## src/rtl/cp0_exception_unit.sv

```systemverilog
// Coprocessor-0 exception/interrupt unit: arbitrates exceptions against
// synchronized hardware interrupts, holds SR/Cause/EPC/PRId and serves
// mfc0/mtc0/eret from the M stage.
module cp0_exception_unit #(
    parameter logic [31:0] PRID       = 32'h2022_0707,
    parameter logic [31:0] HANDLER_PC = 32'h0000_4180
) (
    input  logic        clk,
    input  logic        reset,
    input  logic        en,
    input  logic [4:0]  CP0Add,
    input  logic [31:0] CP0In,
    output logic [31:0] CP0Out,
    input  logic [31:0] VPC,
    input  logic        BDIn,
    input  logic [4:0]  ExcCodeIn,
    input  logic [5:0]  HWInt,
    input  logic        EXLClr,
    output logic [31:0] EPCOut,
    output logic        Req
);

    localparam logic [4:0] AddrSr    = 5'd12;
    localparam logic [4:0] AddrCause = 5'd13;
    localparam logic [4:0] AddrEpc   = 5'd14;
    localparam logic [4:0] AddrPrid  = 5'd15;

    logic [5:0]  hw_m_q, hw_s_q;
    logic [5:0]  im_q, im_d;
    logic        exl_q, exl_d;
    logic        ie_q, ie_d;
    logic        bd_q, bd_d;
    logic [5:0]  ip_q;
    logic [4:0]  exc_q, exc_d;
    logic [31:2] epc_q, epc_d;
    logic        int_req, exc_req;
    logic [31:0] victim_pc;

    // Request arbitration; EXL blocks both sources, so no nesting.
    always_comb begin
        int_req = (|(hw_s_q & im_q)) & ie_q & ~exl_q;
        exc_req = (ExcCodeIn != 5'd0) & ~exl_q;
        Req     = int_req | exc_req;
    end

    // A delay-slot victim restarts at the branch that precedes it.
    always_comb begin
        victim_pc = BDIn ? (VPC - 32'd4) : VPC;
    end

    // Next-state for SR/Cause/EPC; a taken request overrides mtc0 and eret.
    always_comb begin
        im_d  = im_q;
        exl_d = exl_q;
        ie_d  = ie_q;
        bd_d  = bd_q;
        exc_d = exc_q;
        epc_d = epc_q;
        if (Req) begin
            exl_d = 1'b1;
            bd_d  = BDIn;
            exc_d = int_req ? 5'd0 : ExcCodeIn;
            epc_d = victim_pc[31:2];
        end else begin
            if (en && (CP0Add == AddrSr)) begin
                im_d  = CP0In[15:10];
                exl_d = CP0In[1];
                ie_d  = CP0In[0];
            end
            if (en && (CP0Add == AddrEpc)) begin
                epc_d = CP0In[31:2];
            end
            // eret takes precedence over a coincident SR write for EXL.
            if (EXLClr) begin
                exl_d = 1'b0;
            end
        end
    end

    // State registers, including the two-flop HWInt synchronizer and Cause.IP.
    always_ff @(posedge clk or negedge reset) begin
        if (!reset) begin
            hw_m_q <= 6'd0;
            hw_s_q <= 6'd0;
            im_q   <= 6'd0;
            exl_q  <= 1'b0;
            ie_q   <= 1'b0;
            bd_q   <= 1'b0;
            ip_q   <= 6'd0;
            exc_q  <= 5'd0;
            epc_q  <= 30'd0;
        end else begin
            hw_m_q <= HWInt;
            hw_s_q <= hw_m_q;
            im_q   <= im_d;
            exl_q  <= exl_d;
            ie_q   <= ie_d;
            bd_q   <= bd_d;
            ip_q   <= hw_s_q;
            exc_q  <= exc_d;
            epc_q  <= epc_d;
        end
    end

    // mfc0 read mux; undefined bits and unmapped addresses read 0.
    always_comb begin
        CP0Out = 32'd0;
        unique case (CP0Add)
            AddrSr:    CP0Out = {16'd0, im_q, 8'd0, exl_q, ie_q};
            AddrCause: CP0Out = {bd_q, 15'd0, ip_q, 3'd0, exc_q, 2'b00};
            AddrEpc:   CP0Out = {epc_q, 2'b00};
            AddrPrid:  CP0Out = PRID;
            default:   CP0Out = 32'd0;
        endcase
    end

    // eret redirect target; not bypassed from a same-cycle mtc0.
    always_comb begin
        EPCOut = {epc_q, 2'b00};
    end

endmodule

```

## config.mk

```make
export PLATFORM = sky130hd
export DESIGN_NAME = cp0_exception_unit
export DESIGN_NICKNAME = d
export VERILOG_FILES = /design/src/rtl/cp0_exception_unit.sv
export SDC_FILE = /design/constraint.sdc
export NUM_CORES = 1
export LEC_CHECK = 0
export CAP_MARGIN = 10
export CELL_PAD_IN_SITES_DETAIL_PLACEMENT = 1
export CELL_PAD_IN_SITES_GLOBAL_PLACEMENT = 1
export CORE_ASPECT_RATIO = 1.1
export CORE_MARGIN = 3
export CORE_UTILIZATION = 34
export CTS_CLUSTER_DIAMETER = 30
export DETAILED_ROUTE_END_ITERATION = 10
export GPL_ROUTABILITY_DRIVEN = 0
export HOLD_SLACK_MARGIN = 0.05
export PLACE_DENSITY = 0.9
export SETUP_SLACK_MARGIN = 0.02
export SYNTH_ARGS = -nofsm -noshare
export SYNTH_HDL_FRONTEND = slang
export SYNTH_SLANG_ARGS = --single-unit
```

## constraint.sdc

```tcl
create_clock -name clk -period 5.2 [get_ports clk]
set_input_delay 0.52 -clock clk [delete_from_list [all_inputs] [get_ports clk]]
set_output_delay 0.52 -clock clk [all_outputs]
set_load 0.1 [all_outputs]
```

==> impl_metrics.csv <==
group,metric,value,unit
outcome,status,"completed",
routing,viasPerCell,5.588,
power,p_total,0.003145,W
final_layout,stdcell_area,0.005454,mm^2
routing,firstDrtPassIters,4,
final_layout,drive_above_1_share,13.47,%
global_route,grt_usage,22.13,%
yosys,netlist_area,0.003711,mm^2
job,drv_cap,0,
floorplan,io_pins,150,
final_layout,fillCellCount,1207,
floorplan,die_x,105.6,um
sta,timing.setup.tns,0,ns
critical_path,arrival,3.40,ns
floorplan,fp-row-count,39,
cts,numCtsBuffers,9,
sta,fmax,254.9,MHz
floorplan,die_h,115.6,um
sta,grt_setup_unrepaired,"no",
yosys,synth-seq-cells,62,
place,dpl_cell_area,0.005177,mm^2
cts,worstSkewPairLatency,0.33,ns
cts,cts_max_level,3,
global_route,grt_max_degree,63,
place,dpl.hpwl,10060,um
sta,slew_headroom,21.71,%
sta,slew_viol_final,0,
cts,hold_buffers,0,
cts,cts_setup_buffers,0,
critical_path,critical_path.endpoint_type,"output pin",
sta,setup_viol,0,
power,power.density,576.6,mW/mm^2
floorplan,start_util,35.21,%
critical_path,cp.required,4.68,ns
sta,hold_viol_final,0,
critical_path,r2r_start,"im_q[4]",
place,place_inst,654,
final_layout,final_common_cell,"clkdlybuf4s50_1",
routing,drtIter0Drc,170,
yosys,synth-warning-count,0,
routing,ant_nets,0,
critical_path,cp_max_fo,21,
final_layout,area_delta_synth_final,46.97,%
yosys,avgSynthCellArea,9.443,um^2
final_layout,final_nets,608,
final_layout,layout_common_cells,"clkdlybuf4s50_1, dfrtp_1, buf_4",
min_path,hp-class,"register to register",
routing,vias,3744,
yosys,ys_async_sr_fraction,100.0,%
floorplan,core_area,0.01054,mm^2
cts,path_clk_slew,0.06,ns
cts,root_buffer,"clkbuf_16",
global_route,grt_pass1_wl,21390,um
power,p_leak,2.260,nW
critical_path,cp-startpoint,"ExcCodeIn[0]",
floorplan,die_area,0.01221,mm^2
power,vdd_drop_max,0.3626,mV
cts,ctsResizeCount,0,
sta,worst_pin_slew,1.165,ns
yosys,seq_area_frac_synth,41.81,%
sta,fin_skew,0.008994,ns
place,port_buffers,145,
routing,wl,13540,um
global_route,grt_overflow_total,0,
global_route,antenna_found_initial,0,
final_layout,fin_cells,670,
yosys,synth_flop_cell,"dfrtp_1",
cts,clk_path_buf_depth,2,
global_route,grt_pass1_vias,3982,
yosys,syn_inst,393,
routing,detail_route.wl_per_cell,20.21,um
cts,cts_num_sinks,62,
yosys,synth_edf_count,0,
final_layout,fin_util,51.75,%
critical_path,criticalPathCategory,"input pin to output pin",
cts,cts_tree,"built",
critical_path,startpoint_type,"input pin",
yosys,synth_cell_types,43,
routing,drcViolationCount,0,
sta,min_period,3.923,ns
min_path,hp-start,"hw_m_q[3]",
sta,finalCritPeriodShare,75.45,%
final_layout,diodes,0,
-- flip-flops by register name (all words and copies together) (netlist names) --
name    count
hw_m_q      6
ip_q        6
ie_q        1
exc_q       5
bd_q        1
hw_s_q      6
epc_q      30
exl_q       1
im_q        6
-- worst max-delay path, stage by stage --
cell and delay [ns]:
clkdlybuf4s50_1 0.42, nor3_1 0.25, a21oi_2 0.08, buf_4 0.23, nor2_2 0.85, inv_1 0.63
buf_4 0.41
-- layer usage --
metal  track usage (%)  share of wire (%)
met4             8.463                1.8
met2             40.86                 53
met3             3.733                5.4
met1             25.77                 40
met5                 0                  0
-- metrics by stage --
step                      hold WS [ns]  worst slack [ns]
after floorplan                 0.2244             1.486
after global placement          0.3351             1.262
after detailed placement        0.3371             1.232
after CTS                       0.3427             1.197
after global routing            0.3631            0.9890
final                           0.3440             1.277
-- kinds of logic (layout without fill, tap and decap cells) --
| kind of cell | count (synthesis) | after routing | share of synthesized area, % |
|---|---|---|---|
| adder cells (fa/ha/maj) | 1 | 1 | 0.3371 |
| AND/OR/NAND/NOR | 159 | 159 | 25.22 |
| flip-flops | 62 | 62 | 41.81 |
| multiplexers | 36 | 36 | 9.980 |
| XOR/XNOR | 10 | 10 | 2.360 |
| other | 1 | 2 | 0.1010 |
| buffers and inverters | 39 | 172 | 4.585 |
| AO/OA/AOI/OAI | 85 | 85 | 15.61 |
-- Yosys cell counts, types with 2 or more instances --
library cell / n / area, um^2
o41ai_1: 4 / 35.03
nor2b_1: 4 / 25.02
xor2_1: 6 / 52.55
mux2i_1: 28 / 280.3
or4_1: 16 / 120.1
a21boi_0: 19 / 142.6
nand3_1: 3 / 15.01
clkbuf_1: 29 / 108.9
nand4_1: 2 / 12.51
and3_1: 32 / 200.2
nor4_1: 20 / 125.1
xnor2_1: 4 / 35.03
or4b_2: 2 / 20.02
o31ai_1: 11 / 82.58
a21o_1: 5 / 37.54
buf_4: 2 / 15.01
a31oi_1: 20 / 125.1
and3b_1: 2 / 17.52
a22oi_1: 8 / 60.06
nor2_1: 34 / 127.6
dfrtp_1: 62 / 1551
inv_1: 4 / 15.01
nand4bb_1: 2 / 22.52
mux2_2: 8 / 90.09
nand2_1: 9 / 33.78
o21ai_0: 7 / 35.03
a21oi_1: 9 / 45.04
or2_2: 4 / 25.02
buf_6: 2 / 22.52
or3_1: 10 / 62.56
nor3b_1: 6 / 45.04
nor3_1: 8 / 40.04
-- power by group --
part / leakage (nW) / total, W / internal (W) / switching [W]
registers: 0.724 / 0.000796 / 0.000651 / 0.000145
logic: 1.40 / 0.00180 / 0.000475 / 0.00133
clock network: 0.131 / 0.000548 / 0.000322 / 0.000225
total: 2.26 / 0.00314 / 0.00145 / 0.00170
-- final timing paths --
check / endpoint / slack, ns / depth (start not counted)
worst min register to register: hw_s_q[3] / 0.34 / 0
max in group asynchronous: epc_q[7] / 4.30 / 2
worst max-delay path: Req / 1.28 / 7
min in group asynchronous: ip_q[0] / 0.36 / 2
worst max register to register: epc_q[29] / 2.12 / 6
worst min-delay path: hw_s_q[3] / 0.34 / 0
-- cell type report --
cell class	count	area [um^2]	area share, %
timing repair buffer	152	1426	26.15
sequential	62	1551	28.45
inverter	4	15.01	0.2753
multi-input combinational	293	2006	36.77
clock buffer	9	225.2	4.129
clock inverter	7	51.30	0.9406
tap	143	178.9	3.281
No activity file was read; power rests on OpenSTA's default activity.
